===== src/rtl/mem_port_arbiter_if.sv =====
// mem_port_arbiter_if: requester, response and memory-port signals shared by the arbiter and its neighbours
interface mem_port_arbiter_if #(
   parameter int ADDR_WIDTH = 32,
   parameter int DATA_WIDTH = 32
);
   logic                    en;
   logic                    if_req;
   logic [ADDR_WIDTH-1:0]   if_addr;
   logic                    if_ready;
   logic                    if_rvalid;
   logic [DATA_WIDTH-1:0]   if_rdata;
   logic                    d_req;
   logic                    d_we;
   logic [ADDR_WIDTH-1:0]   d_addr;
   logic [DATA_WIDTH-1:0]   d_wdata;
   logic [DATA_WIDTH/8-1:0] d_wstrb;
   logic                    d_ready;
   logic                    d_rvalid;
   logic [DATA_WIDTH-1:0]   d_rdata;
   logic                    mem_req;
   logic                    mem_we;
   logic [ADDR_WIDTH-1:0]   mem_addr;
   logic [DATA_WIDTH-1:0]   mem_wdata;
   logic [DATA_WIDTH/8-1:0] mem_wstrb;
   logic                    mem_ack;
   logic [DATA_WIDTH-1:0]   mem_rdata;
   modport master (
      output en, if_req, if_addr, d_req, d_we, d_addr, d_wdata, d_wstrb, mem_ack, mem_rdata,
      input  if_ready, if_rvalid, if_rdata, d_ready, d_rvalid, d_rdata,
             mem_req, mem_we, mem_addr, mem_wdata, mem_wstrb
   );
   modport slave (
      input  en, if_req, if_addr, d_req, d_we, d_addr, d_wdata, d_wstrb, mem_ack, mem_rdata,
      output if_ready, if_rvalid, if_rdata, d_ready, d_rvalid, d_rdata,
             mem_req, mem_we, mem_addr, mem_wdata, mem_wstrb
   );
endinterface


===== src/rtl/mem_port_arbiter.sv =====
// mem_port_arbiter: shares one memory port between fetch and data requesters; define ARB_ROUND_ROBIN_EN for alternating priority
module mem_port_arbiter #(
   parameter int ADDR_WIDTH = 32,
   parameter int DATA_WIDTH = 32
) (
   input logic              clk,
   input logic              rstn,
   mem_port_arbiter_if.slave bus
);
   typedef enum logic [1:0] {IDLE, BUSY_I, BUSY_D} state_t;
   state_t                  r_state, w_next;
   logic                    w_pick_d, w_grant, w_ack;
   logic                    r_mem_req, r_mem_we, r_if_rvalid, r_d_rvalid;
   logic [ADDR_WIDTH-1:0]   r_mem_addr;
   logic [DATA_WIDTH-1:0]   r_mem_wdata, r_if_rdata, r_d_rdata;
   logic [DATA_WIDTH/8-1:0] r_mem_wstrb;
`ifdef ARB_ROUND_ROBIN_EN
   logic                    r_last_d;
   // remember the last owner so a contested grant goes to the other port
   always_ff @(posedge clk) r_last_d <= !rstn ? 1'b1 : (w_grant ? w_pick_d : r_last_d);
   assign w_pick_d = bus.d_req & (~bus.if_req | ~r_last_d);
`else
   assign w_pick_d = bus.d_req;
`endif
   assign w_grant      = (r_state == IDLE) & bus.en & (bus.if_req | bus.d_req);
   assign w_ack        = (r_state != IDLE) & bus.mem_ack;
   assign bus.d_ready  = w_grant & w_pick_d;
   assign bus.if_ready = w_grant & ~w_pick_d;
   assign bus.mem_req   = r_mem_req;
   assign bus.mem_we    = r_mem_we;
   assign bus.mem_addr  = r_mem_addr;
   assign bus.mem_wdata = r_mem_wdata;
   assign bus.mem_wstrb = r_mem_wstrb;
   assign bus.if_rvalid = r_if_rvalid;
   assign bus.if_rdata  = r_if_rdata;
   assign bus.d_rvalid  = r_d_rvalid;
   assign bus.d_rdata   = r_d_rdata;
   // next state: grant from IDLE, return to IDLE on the memory ack
   always_comb begin
      w_next = r_state;
      if (w_grant) w_next = w_pick_d ? BUSY_D : BUSY_I;
      else if (w_ack) w_next = IDLE;
   end
   // state, latched command and one-cycle response registers
   always_ff @(posedge clk) begin
      if (!rstn) begin
         r_state     <= IDLE;
         r_mem_req   <= 1'b0;
         r_mem_we    <= 1'b0;
         r_mem_addr  <= '0;
         r_mem_wdata <= '0;
         r_mem_wstrb <= '0;
         r_if_rvalid <= 1'b0;
         r_d_rvalid  <= 1'b0;
         r_if_rdata  <= '0;
         r_d_rdata   <= '0;
      end else begin
         r_state     <= w_next;
         r_if_rvalid <= w_ack & (r_state == BUSY_I);
         r_d_rvalid  <= w_ack & (r_state == BUSY_D);
         if (w_ack && r_state == BUSY_I) r_if_rdata <= bus.mem_rdata;
         if (w_ack && r_state == BUSY_D) r_d_rdata <= bus.mem_rdata;
         if (w_grant) begin
            r_mem_req   <= 1'b1;
            r_mem_we    <= w_pick_d & bus.d_we;
            r_mem_addr  <= w_pick_d ? bus.d_addr : bus.if_addr;
            r_mem_wdata <= w_pick_d ? bus.d_wdata : '0;
            r_mem_wstrb <= w_pick_d ? bus.d_wstrb : '0;
         end else if (w_ack) begin
            r_mem_req <= 1'b0;
         end
      end
   end
endmodule


===== src/flat_wrapper.sv =====
// flat-port wrapper written by rule: the top's interface ports become plain ports
module mem_port_arbiter_flat 
#(
   parameter int ADDR_WIDTH = 32,
   parameter int DATA_WIDTH = 32
)
  (clk, rstn, bus_en, bus_if_req, bus_if_addr, bus_d_req, bus_d_we, bus_d_addr, bus_d_wdata, bus_d_wstrb, bus_mem_ack, bus_mem_rdata, bus_if_ready, bus_if_rvalid, bus_if_rdata, bus_d_ready, bus_d_rvalid, bus_d_rdata, bus_mem_req, bus_mem_we, bus_mem_addr, bus_mem_wdata, bus_mem_wstrb);
  mem_port_arbiter_if #(.ADDR_WIDTH(ADDR_WIDTH), .DATA_WIDTH(DATA_WIDTH)) bus_i ();
  input logic clk;
  input logic rstn;
  input wire logic [$bits(bus_i.en)-1:0] bus_en;
  input wire logic [$bits(bus_i.if_req)-1:0] bus_if_req;
  input wire logic [$bits(bus_i.if_addr)-1:0] bus_if_addr;
  input wire logic [$bits(bus_i.d_req)-1:0] bus_d_req;
  input wire logic [$bits(bus_i.d_we)-1:0] bus_d_we;
  input wire logic [$bits(bus_i.d_addr)-1:0] bus_d_addr;
  input wire logic [$bits(bus_i.d_wdata)-1:0] bus_d_wdata;
  input wire logic [$bits(bus_i.d_wstrb)-1:0] bus_d_wstrb;
  input wire logic [$bits(bus_i.mem_ack)-1:0] bus_mem_ack;
  input wire logic [$bits(bus_i.mem_rdata)-1:0] bus_mem_rdata;
  output wire logic [$bits(bus_i.if_ready)-1:0] bus_if_ready;
  output wire logic [$bits(bus_i.if_rvalid)-1:0] bus_if_rvalid;
  output wire logic [$bits(bus_i.if_rdata)-1:0] bus_if_rdata;
  output wire logic [$bits(bus_i.d_ready)-1:0] bus_d_ready;
  output wire logic [$bits(bus_i.d_rvalid)-1:0] bus_d_rvalid;
  output wire logic [$bits(bus_i.d_rdata)-1:0] bus_d_rdata;
  output wire logic [$bits(bus_i.mem_req)-1:0] bus_mem_req;
  output wire logic [$bits(bus_i.mem_we)-1:0] bus_mem_we;
  output wire logic [$bits(bus_i.mem_addr)-1:0] bus_mem_addr;
  output wire logic [$bits(bus_i.mem_wdata)-1:0] bus_mem_wdata;
  output wire logic [$bits(bus_i.mem_wstrb)-1:0] bus_mem_wstrb;
  assign bus_i.en = bus_en;
  assign bus_i.if_req = bus_if_req;
  assign bus_i.if_addr = bus_if_addr;
  assign bus_i.d_req = bus_d_req;
  assign bus_i.d_we = bus_d_we;
  assign bus_i.d_addr = bus_d_addr;
  assign bus_i.d_wdata = bus_d_wdata;
  assign bus_i.d_wstrb = bus_d_wstrb;
  assign bus_i.mem_ack = bus_mem_ack;
  assign bus_i.mem_rdata = bus_mem_rdata;
  assign bus_if_ready = bus_i.if_ready;
  assign bus_if_rvalid = bus_i.if_rvalid;
  assign bus_if_rdata = bus_i.if_rdata;
  assign bus_d_ready = bus_i.d_ready;
  assign bus_d_rvalid = bus_i.d_rvalid;
  assign bus_d_rdata = bus_i.d_rdata;
  assign bus_mem_req = bus_i.mem_req;
  assign bus_mem_we = bus_i.mem_we;
  assign bus_mem_addr = bus_i.mem_addr;
  assign bus_mem_wdata = bus_i.mem_wdata;
  assign bus_mem_wstrb = bus_i.mem_wstrb;
  mem_port_arbiter #(.ADDR_WIDTH(ADDR_WIDTH), .DATA_WIDTH(DATA_WIDTH)) u_core (.clk(clk), .rstn(rstn), .bus(bus_i));
endmodule

===== config.mk =====
export PLATFORM = sky130hd
export DESIGN_NAME = mem_port_arbiter_flat
export DESIGN_NICKNAME = d
export VERILOG_FILES = /design/src/rtl/mem_port_arbiter_if.sv /design/src/rtl/mem_port_arbiter.sv /design/src/flat_wrapper.sv
export SDC_FILE = /design/constraint.sdc
export NUM_CORES = 1
export LEC_CHECK = 0
export CORE_MARGIN = 2
export CORE_UTILIZATION = 40
export DETAILED_ROUTE_END_ITERATION = 16
export GPL_ROUTABILITY_DRIVEN = 0
export MAX_ROUTING_LAYER = met4
export PLACE_DENSITY = 0.91
export SLEW_MARGIN = 20
export SYNTH_ARGS = -nofsm -noshare
export SYNTH_HDL_FRONTEND = slang
export SYNTH_SLANG_ARGS = --single-unit

===== constraint.sdc =====
create_clock -name clk -period 2.2 [get_ports clk]
set_input_delay 0.44 -clock clk [delete_from_list [all_inputs] [get_ports clk]]
set_output_delay 0.44 -clock clk [all_outputs]
set_load 0.01 [all_outputs]

==> results of run 1 <==
[per-layer routing]
metal / wire length, um / track usage
met1: 6790 / 0.277
met2: 8560 / 0.401
met3: 1300 / 0.0592
met4: 409 / 0.0938
met5: 0 / -
[placed cells by master (no fill, tap or decap), drive strengths merged, types with 2 or more instances in the layout]
cell / instances
and3b: 2
clkinv: 5
nand3: 32
nand4: 37
nand2: 167
a21boi: 65
clkdlybuf4s50: 272
mux2i: 32
buf: 25
nand3b: 3
dfxtp: 138
clkinvlp: 2
bufinv: 3
and2: 4
clkbuf: 23
o211a: 32
o21ai: 39
[registers in the layout, indices dropped and copies added, names as in the netlist]
name                  cells
u_core.bus.d_rdata       32
u_core.bus.d_rvalid       1
u_core.bus.if_rdata      32
u_core.bus.if_rvalid      1
u_core.bus.mem_addr      32
u_core.bus.mem_req        1
u_core.bus.mem_wdata     32
u_core.bus.mem_we         1
u_core.bus.mem_wstrb      4
u_core.r_state            2
[per-stage QoR]
| stage | setup TNS [ns] | hold WS (ns) | std cells |
|---|---|---|---|
| 4_1_cts | 0 | 0.458 | 1064 |
| 2_1_floorplan | 0 | 0.480 | 618 |
| 5_1_grt | 0 | 0.478 | 1064 |
| 3_5_place_dp | -13.99 | 0.450 | 1031 |
| 6_report | 0 | 0.457 | 1064 |
| 3_3_place_gp | -13.54 | 0.442 | 1031 |
[final timing paths]
kind	slack, ns	cells after the start	from	to
max	0.14	5	bus_en	bus_if_ready
min	0.46	2	u_core.bus.mem_wdata[25]$_SDFFE_PN0P_	u_core.bus.mem_wdata[25]$_SDFFE_PN0P_
max reg2reg	0.27	6	u_core.r_state[1]$_SDFFE_PN0P_	u_core.bus.mem_wdata[24]$_SDFFE_PN0P_
min reg2reg	0.46	2	u_core.bus.mem_wdata[25]$_SDFFE_PN0P_	u_core.bus.mem_wdata[25]$_SDFFE_PN0P_
[critical path, cell delays in order]
cell and delay, ns:
clkdlybuf4s50_1 0.46, nor3b_4 0.22, nand2_1 0.11, nor2_1 0.08
dlygate4sd2_1 0.30
[repair_timing]
item                       CTS  global route
gates resized for setup      4             1
setup endpoints to repair    2             1
buffers inserted             1             0
pin swaps                    0             0
cloned                       0             0
[cell families (layout without fill, tap and decap cells)]
group | count (synthesis) | in the layout | share of synthesized area
multiplexers | 32 | 32 | 0.0585
flip-flops | 138 | 138 | 0.504
AO/OA/AOI/OAI | 137 | 137 | 0.185
buffers and inverters | 61 | 331 | 0.0487
AND/OR/NAND/NOR | 250 | 250 | 0.204
[cell type report]
class	count	area (um^2)
Multi-Input combinational cell	419	2460
Clock buffer	22	474
Clock inverter	10	141
Tap cell	176	220
Timing Repair Buffer	299	3020
Sequential cell	138	2760
Fill cell	1033	4220
[power breakdown]
group          switching, mW  total [mW]  internal, mW
Sequential            0.0647        2.68          2.62
Combinational          0.415       0.996         0.581
Clock                   1.06        2.94          1.87
Total                   1.54        6.62          5.07
==> results.py, run 1 <==
metrics = {
    "yosys": {
        "synth.net_count": 757,
        "synth_area_leader_cell": "dfxtp_1",
        "synthTopCellsByArea": "dfxtp_1 (50%), nand2_1 (11%), a21boi_0 (8.9%)",
        "synth_edf_count": 0,
        "synthFlopType": "dfxtp_1",
        "ys.warnings.count": 0,
        "yosys-top-cells-count": "nand2_1 (167), dfxtp_1 (138), a21boi_0 (65)",
        "netlist_area_um2": 5480,
        "synthCells": 618,
        "fraction_of_the_yosys_area_taken_by_sequential_cells": 0.504,
        "postSynthAreaPerCell_um2": 8.86,
        "synthArstFlopShare": 0,
        "synthMostInstantiatedCell": "nand2_1",
        "synth_cell_types": 22,
        "netlist.area_leader.share": 0.504,
        "synth_seq_cells": 138,
    },
    "sta": {
        "finalSetupViolCount": 0,
        "drv_slew": 0,
        "finalCriticalPeriod_ns": 2.06,
        "final.period_utilization": 0.935,
        "fin_ws_ns": 0.144,
        "max_slew_margin": 0.604,
        "fmaxAchievable_ghz": 0.486,
        "timing.final.hold_violations": 0,
        "worst_slew_pin_slew_ns": 0.594,
        "rsz_0062_raised_after_global_routing": "false",
        "worst_clock_skew_ns": 0.00717,
    },
    "routing": {
        "drc_errors": 0,
        "drt_iter0_drc": 325,
        "vias": 5467,
        "wl_um": 17100,
        "vias_per_cell": 5.14,
        "drtAntennaViolNets": 0,
        "drt_pass1_iterations": 5,
        "avgRoutedWirePerCell_um": 16.0,
    },
    "cts": {
        "tritoncts_num_sinks": 138,
        "htree_levels": 4,
        "clkLatencyLatePin_ns": 0.42,
        "cts_tree": "yes",
        "root_buffer_cell": "clkbuf_16",
        "post_cts_hold_buffer_count": 0,
        "numCtsBuffers": 17,
        "worst_setup_hold_path_clk_slew_ns": 0.05,
        "ctsLongestPathBuffers": 2,
    },
    "cells_and_area": {
        "final_core_utilization": 0.683,
        "layout.nets": 1014,
        "n_antenna_cell": 0,
        "area.growth.synth_to_final_pct": 65.8,
        "final_layout_size_suffix_gt1_frac": 0.0653,
        "post_route_design_area_um2": 9080,
    },
    "global_routing": {
        "grt_max_degree": 50,
        "grt_remaining_overflow": 0,
        "gr-usage-all-layers": 0.240,
        "number_of_antenna_violations_at_the_first_check_in_global_routing": 0,
        "grt_first_pass_wirelength_um": 26700,
        "number_of_global_route_vias_before_repair": 5304,
    },
    "die": {
        "fp.dieArea_um2": 14600,
        "coreArea_um2": 13300,
        "die_height_um": 121,
        "placementRows": 42,
        "start_util": 0.412,
        "number_of_placed_i_o_pins": 277,
        "die_width_um": 121,
    },
    "critical_path": {
        "critPathRequiredTime_ns": 1.76,
        "worstPathArrival_ns": 1.62,
        "crit_path_max_fanout": 2,
        "element_type_at_the_critical_path_start": "input port",
        "worstSetupEndpointType": "output pin",
        "critPathKind": "input port to output pin",
    },
    "power_and_ir_drop": {
        "max-vdd-ir-drop_mv": 0.472,
        "p_total_mw": 6.62,
        "total_power_divided_by_cell_area_nw_per_um2": 729,
        "leakage_nw": 3.57,
    },
    "placement": {
        "postPlaceCellArea_um2": 8460,
        "preCtsSetupSlack_ns": -0.260,
        "count_of_input_and_output_buffers": 276,
        "dpl.hpwl_um": 12200,
    },
    "hold_path": {
        "hold_class": "flop to flop",
    },
    "flow_run": {
        "maxCapViolations": 0,
    },
    "outcome": {
        "status": "complete, no violations",
    },
}
Note: power is estimated with default switching activity, not from simulation.
==> run 2, diff against run 1 <==
CORE_UTILIZATION = 36   (was 40)
PLACE_DENSITY = 0.87   (was 0.91)
clock period = 1.65 ns   (was 2.2 ns; I/O delays follow)
==> results.py, run 2 (synthesis gave the netlist of run 1 again) <==
metrics = {
    "cts": {
        "numCtsBuffers": 17,
        "post_cts_hold_buffer_count": 0,
        "ctsLongestPathBuffers": 2,
        "cts_tree": "yes",
        "root_buffer_cell": "clkbuf_16",
        "tritoncts_num_sinks": 138,
        "htree_levels": 4,
        "clkLatencyLatePin_ns": 0.41,
        "worst_setup_hold_path_clk_slew_ns": 0.06,
    },
    "global_routing": {
        "grt_first_pass_wirelength_um": 26100,
        "number_of_global_route_vias_before_repair": 5223,
        "number_of_antenna_violations_at_the_first_check_in_global_routing": 0,
        "grt_max_degree": 76,
        "gr-usage-all-layers": 0.208,
        "grt_remaining_overflow": 0,
    },
    "sta": {
        "rsz_0062_raised_after_global_routing": "true",
        "worst_slew_pin_slew_ns": 0.464,
        "fin_worst_hold_slack_ns": 0.313,
        "finalSetupViolCount": 1,
        "fin_ws_ns": -0.0138,
        "timing.final.hold_violations": 0,
        "worst_clock_skew_ns": 0.00401,
        "timing.setup.tns_ns": -0.0138,
        "max_slew_margin": 0.691,
        "drv_slew": 0,
        "fmaxAchievable_ghz": 0.601,
        "final.period_utilization": 1.01,
        "finalCriticalPeriod_ns": 1.66,
    },
    "cells_and_area": {
        "layout.nets": 1019,
        "final_layout_size_suffix_gt1_frac": 0.0750,
        "layout.cells.non_filler": 1081,
        "area.growth.synth_to_final_pct": 69.4,
        "n_antenna_cell": 0,
        "mostFrequentLayoutCells": "nand2_1 (166), clkdlybuf4s50_1 (165), dfxtp_1 (136), dlymetal6s2s_1 (68), a21boi_0 (65)",
        "final_common_cell": "nand2_1",
    },
    "routing": {
        "drt_pass1_iterations": 5,
        "vias_per_cell": 5.05,
        "routed_length_on_met2_um": 8190,
        "routedLengthMet1_um": 6720,
        "wl_um": 16700,
        "dr_wl_met3_um": 1300,
        "drt_iter0_drc": 212,
        "drc_errors": 0,
        "drtAntennaViolNets": 0,
        "vias": 5462,
        "avgRoutedWirePerCell_um": 15.4,
        "route.top_layer_used": "met4",
    },
    "power_and_ir_drop": {
        "p_total_mw": 8.67,
        "max-vdd-ir-drop_mv": 0.611,
        "total_power_divided_by_cell_area_nw_per_um2": 934,
        "leakage_nw": 4.94,
    },
    "critical_path": {
        "critPathKind": "flop to output pin",
        "worstSetupEndpointType": "output pin",
        "worstPathArrival_ns": 1.33,
        "flop_to_flop_setup_slack_ns": 0.06,
        "critPathRequiredTime_ns": 1.32,
        "crit_path_max_fanout": 4,
        "element_type_at_the_critical_path_start": "flop",
    },
    "die": {
        "start_util": 0.364,
        "die_height_um": 127,
        "placementRows": 45,
        "fp.dieArea_um2": 16200,
        "number_of_placed_i_o_pins": 277,
        "die_width_um": 127,
        "coreArea_um2": 15000,
    },
    "hold_path": {
        "hold_class": "input port to flop",
    },
    "placement": {
        "numPlacedInstances": 1045,
        "dpl.hpwl_um": 11700,
        "preCtsSetupSlack_ns": -0.596,
        "count_of_input_and_output_buffers": 276,
    },
    "outcome": {
        "status": "finished with violations",
        "violations_in_the_final_reports": "setup timing",
    },
    "flow_run": {
        "maxCapViolations": 0,
    },
}
## run 2: layer usage
metal	GRT usage	vias up
met1	0.239	2521
met2	0.343	248
met4	0.0886	0
met5	-	-
met3	0.0590	37
li1	-	2656
## run 2: worst paths after layout
check,startpoint,end,cells past startpoint
min,rstn,u_core.bus.mem_wdata[27]$_SDFFE_PN0P_,3
max,u_core.r_state[1]$_SDFFE_PN0P_,bus_d_ready,4
max reg2reg,u_core.r_state[1]$_SDFFE_PN0P_,u_core.bus.mem_wdata[3]$_SDFFE_PN0P_,6
min reg2reg,u_core.bus.mem_wdata[27]$_SDFFE_PN0P_,u_core.bus.mem_wdata[27]$_SDFFE_PN0P_,2
## run 2: layout make-up
cell class | instances | area [um^2]
Fill cell | 1260 | 5760
Timing Repair Buffer | 304 | 3210
Clock inverter | 6 | 85.1
Multi-Input combinational cell | 419 | 2470
Tap cell | 188 | 235
Clock buffer | 26 | 509
Sequential cell | 138 | 2770
## run 2: through the flow
| stage | utilization | instance area, um^2 |
|---|---|---|
| 2_1_floorplan | - | 5480 |
| 3_3_place_gp | 0.565 | 8500 |
| 3_5_place_dp | 0.565 | 8500 |
| 4_1_cts | 0.603 | 9070 |
| 5_1_grt | 0.617 | 9280 |
| 6_report | 0.617 | 9280 |
## run 2: worst max-delay path, cell delays in order, from the launching register on
cell and delay [ns]:
dfxtp_2 0.32, nor3b_2 0.17, buf_4 0.17, and2_4 0.16, buf_6 0.11
## run 2: what timing repair did
action                                  4_1_cts  5_1_grt
pin swaps                                     3        3
endpoints found under the setup margin      109       92
resized for setup                            53       75
setup buffers                                 2        2
## run 2: report_power, final
| group | total (mW) | internal [mW] | switching, mW | leakage, nW |
|---|---|---|---|---|
| logic | 1.30 | 0.737 | 0.560 | 3.52 |
| clock network | 3.80 | 2.42 | 1.38 | 0.287 |
| registers | 3.57 | 3.49 | 0.0756 | 1.13 |
==> run 3, diff against run 2 <==
RECOVER_POWER = 25   (was default)
REMOVE_ABC_BUFFERS = 1   (was default)
==> results.py, run 3 (synthesis gave the netlist of run 1 again) <==
metrics = {
    "cts": {
        "clkLatencyLatePin_ns": 0.42,
        "ctsLongestPathBuffers": 2,
        "cts_tree": "yes",
        "root_buffer_cell": "clkbuf_16",
        "numCtsBuffers": 17,
        "post_cts_hold_buffer_count": 0,
        "worst_setup_hold_path_clk_slew_ns": 0.06,
        "tritoncts_num_sinks": 138,
        "cts_setup_buffers": 0,
        "htree_levels": 4,
    },
    "cells_and_area": {
        "multi_input_comb_area_um2": 2460,
        "nFillCells": 1223,
        "seq_area_um2": 2760,
        "layout.nets": 1017,
        "final_common_cell": "nand2_1",
        "final_core_utilization": 0.615,
        "mostFrequentLayoutCells": "nand2_1 (167), clkdlybuf4s50_1 (162), dfxtp_1 (137), a21boi_0 (65), dlymetal6s2s_1 (61)",
        "final_layout_size_suffix_gt1_frac": 0.0741,
        "layout.cells.non_filler": 1079,
        "n_antenna_cell": 0,
        "area.growth.synth_to_final_pct": 69.0,
    },
    "global_routing": {
        "gr-usage-all-layers": 0.206,
        "grt_max_degree": 57,
        "grt_first_pass_wirelength_um": 25700,
        "number_of_antenna_violations_at_the_first_check_in_global_routing": 0,
        "number_of_global_route_vias_before_repair": 5140,
        "grt_remaining_overflow": 0,
    },
    "routing": {
        "drtAntennaViolNets": 0,
        "wl_um": 16700,
        "vias": 5479,
        "avgRoutedWirePerCell_um": 15.5,
        "drt_iter0_drc": 290,
        "drt_pass1_iterations": 7,
        "vias_per_cell": 5.08,
        "drc_errors": 0,
    },
    "outcome": {
        "status": "complete, no violations",
    },
    "critical_path": {
        "critPathRequiredTime_ns": 1.32,
        "critPathSlowestCell": "dfxtp_2",
        "worstPathArrival_ns": 1.30,
        "element_type_at_the_critical_path_start": "flop",
        "crit_path_max_fanout": 3,
        "ff2ff_path_depth": 5,
        "critPathKind": "flop to output pin",
        "worstSetupEndpointType": "output pin",
        "worstPathCellList": "nor3b_4, nand2_1, nor2_1, buf_2",
        "slowest_stage_delay_cp_ns": 0.34,
    },
    "placement": {
        "count_of_input_and_output_buffers": 276,
        "dpl.hpwl_um": 11700,
        "preCtsSetupSlack_ns": -0.424,
        "numPlacedInstances": 1047,
    },
    "die": {
        "coreArea_um2": 15000,
        "die_width_um": 127,
        "fp.dieArea_um2": 16200,
        "die_height_um": 127,
        "start_util": 0.364,
        "number_of_placed_i_o_pins": 277,
        "placementRows": 45,
    },
    "sta": {
        "timing.final.hold_violations": 0,
        "rsz_0062_raised_after_global_routing": "true",
        "final.period_utilization": 0.989,
        "timing.setup.tns_ns": 0,
        "finalCriticalPeriod_ns": 1.63,
        "fin_ws_ns": 0.0185,
        "fmaxAchievable_ghz": 0.613,
        "max_slew_margin": 0.723,
        "worst_clock_skew_ns": 0.00647,
        "finalSetupViolCount": 0,
        "worst_slew_pin_slew_ns": 0.416,
        "drv_slew": 0,
    },
    "flow_run": {
        "maxCapViolations": 0,
    },
    "power_and_ir_drop": {
        "max-vdd-ir-drop_mv": 0.687,
        "total_power_divided_by_cell_area_nw_per_um2": 949,
        "p_total_mw": 8.78,
        "leakage_nw": 4.85,
    },
    "hold_path": {
        "hold_depth": 2,
        "hold_class": "input port to flop",
    },
}
[run 3: final timing paths]
kind	start	endpoint	slack [ns]
worst max-delay path	u_core.r_state[0]$_SDFFE_PN0P_	bus_if_ready	0.02
worst min-delay path	rstn	u_core.bus.if_rdata[11]$_SDFFE_PN0P_	0.34
worst max register to register	u_core.r_state[0]$_SDFFE_PN0P_	u_core.bus.mem_addr[13]$_SDFFE_PN0P_	0.14
worst min register to register	u_core.bus.mem_wdata[12]$_SDFFE_PN0P_	u_core.bus.mem_wdata[12]$_SDFFE_PN0P_	0.45
[run 3: area by class of cell]
class,instances,share of cell area
multi-input cells,419,0.266
clock buffers,17,0.0460
flip-flops and latches,138,0.299
repair buffers,302,0.343
well taps,188,0.0254
clock inverters,15,0.0207
[run 3: per-stage QoR]
| stage | hold WS, ns | instance area [um^2] |
|---|---|---|
| final | 0.338 | 9250 |
| after global routing | 0.345 | 9250 |
| after CTS | 0.330 | 9090 |
| after detailed placement | 0.449 | 8540 |
| after global placement | 0.444 | 8540 |
| after floorplan | 0.448 | 5210 |
[run 3: worst max-delay path: cells and delay by family (launching register included)]
kind | cells | cell delay [ns]
AND/OR/NAND/NOR | 3 | 0.42
buffers and inverters | 1 | 0.13
flip-flops | 1 | 0.34
[run 3: timing repair]
item                                   4_1_cts  5_1_grt
endpoints found under the hold margin        0        0
gates resized for setup                     59       63
gates cloned                                 0        0
setup endpoints to repair                   51       63
pin swaps                                    2        3
[run 3: layer usage]
metal,track usage,vias to the layer above,part of all wire
met2,0.348,241,0.50
met5,-,-,0
met4,0.0776,0,0.018
li1,-,2656,-
met1,0.236,2552,0.40
met3,0.0523,30,0.076
[run 3: power breakdown]
part	internal, mW	leakage (nW)	switching, mW
clock	2.40	0.284	1.53
combinational	0.723	3.44	0.562
sequential	3.49	1.13	0.0763
total	6.62	4.85	2.17
